--- src/rtl/wb_pkg.sv ---
// Shared types for the writeback port controller: register/data widths,
// the buffered MUL/DIV entry layout and the write-source select encoding.
package wb_pkg;

  localparam int DATA_W = 32;
  localparam int ADDR_W = 5;

  typedef struct packed {
    logic [ADDR_W-1:0] rd;
    logic [DATA_W-1:0] data;
    logic              live;
  } wb_entry_t;

  typedef enum logic [1:0] {
    SEL_NONE   = 2'd0,
    SEL_PIPE   = 2'd1,
    SEL_FIFO   = 2'd2,
    SEL_BYPASS = 2'd3
  } wb_sel_e;

endpackage

--- src/rtl/wb_result_fifo.sv ---
// Buffer for MUL/DIV results that lost write-port arbitration; also builds the
// pending-destination mask. WB_WAW_SQUASH_EN enables squashing of queued entries.
module wb_result_fifo
  import wb_pkg::*;
#(
  parameter int FIFO_DEPTH = 4,
  localparam int PTR_W = $clog2(FIFO_DEPTH),
  localparam int CNT_W = PTR_W + 1
) (
  input  logic              clk,
  input  logic              reset,
  input  logic              push,
  input  logic [ADDR_W-1:0] push_rd,
  input  logic [DATA_W-1:0] push_data,
  input  logic              pop,
  input  logic              squash_en,
  input  logic [ADDR_W-1:0] squash_rd,
  output wb_entry_t         head,
  output logic [CNT_W-1:0]  count,
  output logic [31:0]       pend_mask
);

  wb_entry_t        entries [FIFO_DEPTH];
  logic [PTR_W-1:0] rd_ptr;
  logic [PTR_W-1:0] wr_ptr;

`ifndef WB_WAW_SQUASH_EN
  logic unused_squash;
  assign unused_squash = ^{squash_en, squash_rd};
`endif

  // Squash runs before push so a same-cycle push to the same rd stays live.
  always_ff @(posedge clk) begin
    if (reset) begin
      count  <= '0;
      rd_ptr <= '0;
      wr_ptr <= '0;
      for (int i = 0; i < FIFO_DEPTH; i++) entries[i].live <= 1'b0;
    end else begin
`ifdef WB_WAW_SQUASH_EN
      for (int i = 0; i < FIFO_DEPTH; i++) begin
        if (squash_en && entries[i].live && entries[i].rd == squash_rd)
          entries[i].live <= 1'b0;
      end
`endif
      if (pop) begin
        entries[rd_ptr].live <= 1'b0;
        rd_ptr <= rd_ptr + 1'b1;
      end
      if (push) begin
        entries[wr_ptr] <= '{rd: push_rd, data: push_data, live: 1'b1};
        wr_ptr <= wr_ptr + 1'b1;
      end
      case ({push, pop})
        2'b10:   count <= count + 1'b1;
        2'b01:   count <= count - 1'b1;
        default: count <= count;
      endcase
    end
  end

  assign head = entries[rd_ptr];

  // Popped slots are cleared above, so only occupied live entries contribute.
  always_comb begin
    pend_mask = '0;
    for (int i = 0; i < FIFO_DEPTH; i++) begin
      if (entries[i].live) pend_mask[entries[i].rd] = 1'b1;
    end
    pend_mask[0] = 1'b0;
  end

endmodule

--- src/rtl/wb_write_port_ctrl.sv ---
// Register-file write-port arbiter: MEM/WB has priority, then buffered MUL/DIV
// results, then a direct MUL/DIV bypass. Optional macro: WB_WAW_SQUASH_EN.
module wb_write_port_ctrl
  import wb_pkg::*;
#(
  parameter int FIFO_DEPTH = 4,
  localparam int CNT_W = $clog2(FIFO_DEPTH) + 1
) (
  input  logic              CLK,
  input  logic              RESET,
  input  logic              PIPE_VALID,
  input  logic [ADDR_W-1:0] PIPE_RD,
  input  logic [DATA_W-1:0] PIPE_DATA,
  input  logic              MD_VALID,
  input  logic [ADDR_W-1:0] MD_RD,
  input  logic [DATA_W-1:0] MD_DATA,
  output logic              MD_READY,
  output logic              REG_WRITE,
  output logic [ADDR_W-1:0] REG_ADDRW,
  output logic [DATA_W-1:0] REG_IN,
  output logic [31:0]       PEND_RD_MASK,
  output logic [CNT_W-1:0]  FIFO_COUNT
);

  localparam logic [CNT_W-1:0] DEPTH_C = CNT_W'(FIFO_DEPTH);

  // MUL/DIV handshake: a transfer occurs when MD_VALID && MD_READY on a posedge.
  // MD_READY depends only on RESET and the registered count, never on MD_VALID.
  wb_entry_t head;
  wb_sel_e   sel;
  logic      pipe_req;
  logic      md_xfer;
  logic      md_live;
  logic      fifo_empty;
  logic      push;
  logic      pop;

  assign MD_READY   = !RESET && (FIFO_COUNT < DEPTH_C);
  assign md_xfer    = MD_VALID && MD_READY;
  assign md_live    = md_xfer && (MD_RD != '0);
  assign pipe_req   = PIPE_VALID && (PIPE_RD != '0);
  assign fifo_empty = (FIFO_COUNT == '0);

  always_comb begin
    sel = SEL_NONE;
    if (pipe_req)         sel = SEL_PIPE;
    else if (!fifo_empty) sel = SEL_FIFO;
    else if (md_live)     sel = SEL_BYPASS;
  end

  assign pop  = (sel == SEL_FIFO);
  assign push = md_live && (sel != SEL_BYPASS);

  wb_result_fifo #(.FIFO_DEPTH(FIFO_DEPTH)) u_fifo (
    .clk       (CLK),
    .reset     (RESET),
    .push      (push),
    .push_rd   (MD_RD),
    .push_data (MD_DATA),
    .pop       (pop),
    .squash_en (pipe_req),
    .squash_rd (PIPE_RD),
    .head      (head),
    .count     (FIFO_COUNT),
    .pend_mask (PEND_RD_MASK)
  );

  // Address/data hold their last value whenever no write is issued.
  always_ff @(posedge CLK) begin
    if (RESET) begin
      REG_WRITE <= 1'b0;
      REG_ADDRW <= '0;
      REG_IN    <= '0;
    end else begin
      REG_WRITE <= 1'b0;
      case (sel)
        SEL_PIPE: begin
          REG_WRITE <= 1'b1;
          REG_ADDRW <= PIPE_RD;
          REG_IN    <= PIPE_DATA;
        end
        SEL_FIFO: begin
          if (head.live) begin
            REG_WRITE <= 1'b1;
            REG_ADDRW <= head.rd;
            REG_IN    <= head.data;
          end
        end
        SEL_BYPASS: begin
          REG_WRITE <= 1'b1;
          REG_ADDRW <= MD_RD;
          REG_IN    <= MD_DATA;
        end
        default: ;
      endcase
    end
  end

endmodule

--- config.mk ---
export PLATFORM = sky130hd
export DESIGN_NAME = wb_write_port_ctrl
export DESIGN_NICKNAME = d
export VERILOG_FILES = /design/src/rtl/wb_pkg.sv /design/src/rtl/wb_result_fifo.sv /design/src/rtl/wb_write_port_ctrl.sv
export SDC_FILE = /design/constraint.sdc
export NUM_CORES = 1
export LEC_CHECK = 0
export CAP_MARGIN = 40
export CELL_PAD_IN_SITES_DETAIL_PLACEMENT = 1
export CELL_PAD_IN_SITES_GLOBAL_PLACEMENT = 2
export CORE_AREA = 4 4 161 163
export CTS_BUF_LIST = sky130_fd_sc_hd__clkbuf_2 sky130_fd_sc_hd__clkbuf_4 sky130_fd_sc_hd__clkbuf_8
export DETAILED_ROUTE_END_ITERATION = 10
export DIE_AREA = 0 0 165 167
export PLACE_DENSITY = 0.88
export SYNTH_ARGS = -nofsm -noshare
export SYNTH_HDL_FRONTEND = slang
export SYNTH_HIERARCHICAL = 1
export SYNTH_SLANG_ARGS = --single-unit
export TNS_END_PERCENT = 20
--- constraint.sdc ---
create_clock -name CLK -period 7.25 [get_ports CLK]
set_clock_uncertainty 0.2 [all_clocks]
set_input_delay 1.0875 -clock CLK [delete_from_list [all_inputs] [get_ports CLK]]
set_output_delay 1.0875 -clock CLK [all_outputs]
set_load 0.01 [all_outputs]
==> reports/qor.csv, run 1 <==
stage,metric,value,unit
routing,Vias/cell,6.12,
power_and_ir_drop,switch share,29.1,%
synth,Avg Inst Size Synth,14.0,sq um
placement,dpl cells,1083,
die,I/O pins,152,
hold_path,worst hold start,REG_IN[4],
die,Core Footprint,0.0243,sq mm
timing,Final TNS setup,0,ns
placement,placer congestion estimate,0.890,
global_routing,gr usage total,20.7,%
power_and_ir_drop,Comb pwr share,24.7,%
synth,#FFs+latches synth,199,
timing,fin crit share,61.7,%
clock_tree,clk root buf,clkbuf_8,
clock_tree,Post-CTS Setup Bufs,0,
timing,Final setup viols,0,
layout,"commonest cells after routing, fill and taps aside","clkdlybuf4s50_1 (150), edfxtp_1 (148), o221ai_1 (56)",
routing,via count,6823,
layout,share of cells above drive strength 1,13.8,%
clock_tree,CTS tree,built,
die,Core Rows,57,
layout,ANT cells,0,
power_and_ir_drop,Flop pwr share,49.2,%
setup_path,reg2reg start,u_fifo/count[2],
global_routing,largest net degree at the start of global routing,76,
routing,final wirelength,28.5,mm
synth,post-synthesis sequential area ratio,59.5,%
synth,share of flip-flops with an asynchronous set or reset,0,%
layout,area grow syn2layout,24.1,%
layout,Final Util,46.9,%
synth,"Primary FF master, synth",edfxtp_1,
synth,Yosys cell types,64,
routing,first-pass detailed-route iteration total,7,
clock_tree,clk_lat worst skew,0.46,ns
timing,worst slew pin tran,0.934,ns
synth,Syn Inst Count,655,
synth,cell taking the most area after synthesis,edfxtp_1,
timing,RSZ-0062 raised after global routing,false,
timing,final hold violations,0,
power_and_ir_drop,Int Power,1940,uW
synth,Post-Syn Area,0.00919,sq mm
clock_tree,clock slew at reported path FFs,0.10,ns
die,full die area,0.0276,sq mm
global_routing,global route overflow,0,
global_routing,vias in the first global route,7117,
global_routing,first-pass GRT wire length,43.6,mm
synth,Syn. warnings,6,
die,DIE WIDTH,165,um
placement,Post-DP HPWL,19.4,mm
synth,Synth area leaders,"edfxtp_1 (48%), dfxtp_1 (11%), mux4_2 (9.1%)",
hold_path,hold crit path type,reg2reg,
die,die height,167,um
setup_path,critical path launch point type,input pin,
synth,Post-synth EDFFs,148,
setup_path,critical path endpoint category,register,
power_and_ir_drop,Peak VDD IR,0.129,mV
power_and_ir_drop,Lkg Pwr,0.00345,uW
global_routing,antenna violations before repair,0,
clock_tree,Sink Count,199,
routing,drt drc,0,
timing,Max-slew headroom,36.8,%
synth,syn nets,739,
clock_tree,hold-fix buffers at CTS,0,
die,Starting Density,37.8,%
routing,final antenna-violating net count,0,
flow_run,Max Cap Viol,0,
clock_tree,Inserted Clock Buffers,17,
setup_path,Worst EP arrival,4.68,ns
setup_path,kind of critical path,in2reg,
routing,DRT iter0 DRCs,489,
clock_tree,post_cts resized,0,
placement,IO buf count,150,
setup_path,Crit. Startpoint,PIPE_RD[4],
power_and_ir_drop,Clk pwr share,26.1,%
run_status,status,completed,
setup_path,critical path peak fanout,75,
clock_tree,Max H-tree Level,4,
layout,Layout Cells excl Fill,1115,
power_and_ir_drop,PwrDens,240,mW/mm^2
routing,DR WL/cell,25.6,um
layout,net total in the final layout,862,
power_and_ir_drop,Psw,796,uW
layout,"most common cell after layout, fill and taps aside",clkdlybuf4s50_1,
clock_tree,Bufs on Longest Clock Path,2,
synth,post-synth top area share,48.3,%
setup_path,Worst Path Required,7.45,ns
timing,max-slew violation count,0,
timing,post-route minimum period,4.47,ns
timing,fmax,224,MHz
==> cell type report <==
type | count | area, sq um
tap | 324 | 405
timing repair buffer | 165 | 1650
inverter | 11 | 41.3
clock buffer | 21 | 283
clock inverter | 11 | 123
sequential | 199 | 5470
fill | 2460 | 12900
multi-input combinational | 384 | 3430
==> state kept, by name, summed over array words and instances, names as in the netlist, named ones only <==
signal,cells
u_fifo/wr_ptr,2
REG_WRITE,1
u_fifo/rd_ptr,2
u_fifo/count,3
REG_ADDRW,5
REG_IN,32
u_fifo/entries,152
==> cells by family after synthesis <==
group | after synthesis | synth area share [%]
other cells | 1 | 0.0408
mux | 39 | 9.46
xor+xnor | 4 | 0.381
buf+inv | 72 | 3.78
fa+ha+maj | 6 | 0.898
simple gates | 111 | 7.84
flops | 199 | 59.5
compound gates | 223 | 18.1
==> final timing paths <==
kind | end | slack (ns) | cells past startpoint
hold reg to reg | REG_IN[4] | 0.34 | 2
setup reg to reg | u_fifo/entries[2][25] | 3.84 | 6
hold / removal | REG_IN[4] | 0.34 | 2
setup / recovery | u_fifo/count[2] | 2.78 | 12
==> power by group through the flow <==
stage / Clock (uW) / Combinational, uW / Sequential [uW]
global route: 786 / 733 / 1360
floorplan: 0 / 382 / 1370
global placement: 0 / 656 / 1370
finish: 714 / 677 / 1350
CTS: 734 / 686 / 1350
detailed placement: 0 / 682 / 1370
==> synthesized netlist by cell type, types with 4 or more instances <==
master	n
clkbuf_1	27
inv_1	9
a32oi_1	5
nand4b_1	9
a21oi_1	44
a221o_1	5
o41ai_2	4
buf_6	4
o41ai_1	32
buf_4	4
o22ai_1	5
o21ai_1	5
o221ai_1	56
a22oi_1	8
nand2_1	12
mux4_2	37
or3_1	6
nand2b_1	12
nand3_1	8
ha_1	5
nor2_1	20
nand4_1	5
nor2b_1	7
nor4bb_1	5
dfxtp_1	51
buf_2	24
o22a_1	9
edfxtp_1	148
o21ai_0	36
==> stage by stage <==
stage	total power [uW]	cell area [sq um]	worst slack [ns]	hold WS [ns]
floorplan	1760	9190	1.67	0.282
global placement	2030	10900	2.13	0.280
detailed placement	2060	11000	2.29	0.318
CTS	2770	11400	2.80	0.334
global route	2880	11400	2.54	0.360
finish	2740	11400	2.78	0.335
==> per-layer routing <==
metal	track usage (%)	wire [um]	up-vias
li1	-	-	2981
met1	27.9	11900	3514
met2	34.3	14000	287
met3	4.08	2090	41
met4	5.17	519	0
met5	0	0	-
==> worst max-delay path, cell delays in order <==
cell and delay (ns):
clkdlybuf4s50_1 0.51, or4_1 0.60, o21ai_4 0.32, inv_2 0.04, buf_4 0.37, nor2_1 0.42
ha_1 0.26, inv_1 0.06, fa_1 0.37, xor2_1 0.16, or3_1 0.31, a21oi_1 0.14
(Power assumes the default switching activity.)
==> inputs of run 2 (changes only) <==
CORE_AREA = 4 4 168 170   (was 4 4 161 163)
DIE_AREA = 0 0 172 174   (was 0 0 165 167)
PLACE_DENSITY = 0.85   (was 0.88)
clock period = 3.7 ns   (was 7.25 ns; I/O delays follow)
==> reports/qor.csv, run 2 (same netlist as run 1, synthesis figures left out) <==
stage,metric,value,unit,change
run_status,status,completed,,
layout,share of cells above drive strength 1,15.8,%,+2.0 points
placement,placer congestion estimate,0.812,,-8.7%
layout,Largest Register,u_fifo/entries,,
routing,via count,6746,,-1.1%
global_routing,antenna violations before repair,4,,+4
layout,Layout Cells excl Fill,1151,,+3.2%
clock_tree,clk root buf,clkbuf_8,,
clock_tree,Bufs on Longest Clock Path,2,,unchanged
routing,DR WL/cell,24.3,um,-4.8%
timing,fmax,287,MHz,
setup_path,Reg2Reg Depth,8,,+2
hold_path,worst hold start,REG_IN[4],,
routing,final wirelength,28.0,mm,-1.8%
global_routing,largest net degree at the start of global routing,75,,-1.3%
clock_tree,Max H-tree Level,4,,unchanged
die,DIE WIDTH,172,um,+4.2%
placement,Placed Area,0.0112,sq mm,+1.7%
setup_path,critical path peak fanout,10,,-87%
layout,design area,0.0116,sq mm,+2.0%
placement,dpl cells,1118,,+3.2%
clock_tree,clk_lat worst skew,0.46,ns,about the same
setup_path,Crit. Startpoint,u_fifo/entries[2][37],,
setup_path,reg2reg setup slack,0.73,ns,-3.11 ns
flow_run,Max Cap Viol,0,,unchanged
routing,first-pass detailed-route iteration total,5,,-2
timing,Final setup viols,0,,unchanged
setup_path,Worst Path Required,2.94,ns,-4.51 ns
hold_path,Worst Hold Depth,2,,unchanged
layout,Fillers,2761,,+12%
die,die height,174,um,+4.2%
power_and_ir_drop,Lkg Pwr,0.00358,uW,+3.8%
clock_tree,post_cts resized,0,,unchanged
global_routing,global route overflow,0,,unchanged
layout,"most common cell after layout, fill and taps aside",clkdlybuf4s50_1,,
clock_tree,hold-fix buffers at CTS,0,,unchanged
timing,Max-slew headroom,46.2,%,+9.4 points
timing,max-slew violation count,0,,unchanged
setup_path,reg2reg start,u_fifo/count[2],,
die,full die area,0.0299,sq mm,+8.6%
setup_path,Worst EP arrival,2.73,ns,-1.95 ns
clock_tree,Sink Count,199,,unchanged
global_routing,first-pass GRT wire length,43.1,mm,-1.1%
clock_tree,Inserted Clock Buffers,17,,unchanged
placement,IO buf count,150,,unchanged
timing,RSZ-0062 raised after global routing,false,,
routing,Vias/cell,5.86,,-4.2%
global_routing,gr usage total,18.7,%,-2.0 points
timing,worst slew pin tran,0.807,ns,-0.128 ns
setup_path,critical path endpoint category,output pin,,
routing,drt drc,0,,unchanged
timing,final hold violations,0,,unchanged
die,I/O pins,152,,unchanged
layout,area grow syn2layout,26.5,%,
layout,max reg flops,152,,unchanged
power_and_ir_drop,Peak VDD IR,0.274,mV,+110%
placement,Post-DP HPWL,19.5,mm,+0.95%
layout,"commonest cells after routing, fill and taps aside","clkdlybuf4s50_1 (150), edfxtp_1 (148), o221ai_1 (56)",,
routing,DRT iter0 DRCs,516,,+5.5%
global_routing,vias in the first global route,7121,,+0.056%
clock_tree,Post-CTS Setup Bufs,0,,unchanged
hold_path,hold crit path type,reg2reg,,
layout,Final Util,43.5,%,-3.4 points
routing,final antenna-violating net count,0,,unchanged
layout,net total in the final layout,880,,+2.1%
timing,post-route minimum period,3.49,ns,
clock_tree,clock slew at reported path FFs,0.10,ns,about the same
setup_path,critical path launch point type,register,,
power_and_ir_drop,PwrDens,478,mW/mm^2,+99%
setup_path,kind of critical path,reg2out,,
die,Core Rows,60,,+5.3%
timing,fin crit share,94.3,%,
die,Core Footprint,0.0267,sq mm,+9.9%
layout,leading registers by flop count,"u_fifo/entries (152), REG_IN (32), REG_ADDRW (5)",,
die,Starting Density,34.4,%,-3.4 points
clock_tree,CTS tree,built,,
## run 2: cell types whose count changed in the layout (fill, tap and decap cells not counted), sizes merged
cell	delta
clkinv	-2
inv	+3
clkinvlp	-1
bufinv	+2
buf	+18
clkbuf	-2
diode	+1
## run 2: final timing paths
path	to
worst max-delay path	PEND_RD_MASK[1]
worst min-delay path	REG_IN[4]
worst min register to register	REG_IN[4]
worst max register to register	u_fifo/entries[2][5]
## run 2: area by class of cell
class	count	area, sq um	area share (%)
Clock inverter	13	189	1.62
Antenna cell	1	2.50	0.0215
Multi-Input combinational cell	384	3440	29.6
Sequential cell	199	5470	47.0
Inverter	11	41.3	0.355
Tap cell	341	427	3.67
Timing Repair Buffer	183	1810	15.5
Clock buffer	19	255	2.19
## run 2: per-stage QoR
step                setup WS (ns)  hold WS (ns)  power, uW  setup TNS (ns)
global route               0.0602         0.326       5840               0
finish                      0.210         0.299       5560               0
floorplan                 -0.0849         0.282       3440           -7.72
CTS                         0.169         0.297       5620               0
global placement            0.128         0.270       4040               0
detailed placement         0.0803         0.285       4080               0
## run 2: power by group
| group | internal [uW] | switching, uW | total, uW | leakage [uW] |
|---|---|---|---|---|
| sequential | 2530 | 104 | 2640 | 0.00176 |
| combinational | 662 | 722 | 1380 | 0.00159 |
| clock | 772 | 772 | 1540 | 0.000227 |
| total | 3970 | 1600 | 5560 | 0.00358 |
## run 2: critical path, stage by stage (launching register included)
cell	delay, ns
edfxtp_1	0.56
nor4b_1	0.75
or2b_1	0.28
o211ai_1	0.10
clkdlybuf4s50_1	0.58
## run 2: metal layers
| metal | routed length, um | up-vias | GRT usage [%] |
|---|---|---|---|
| met5 | 39 | - | 0 |
| met1 | 11900 | 3440 | 24.8 |
| met2 | 13700 | 232 | 30.6 |
| met3 | 1660 | 42 | 4.07 |
| met4 | 685 | 6 | 5.86 |
| li1 | - | 3026 | - |
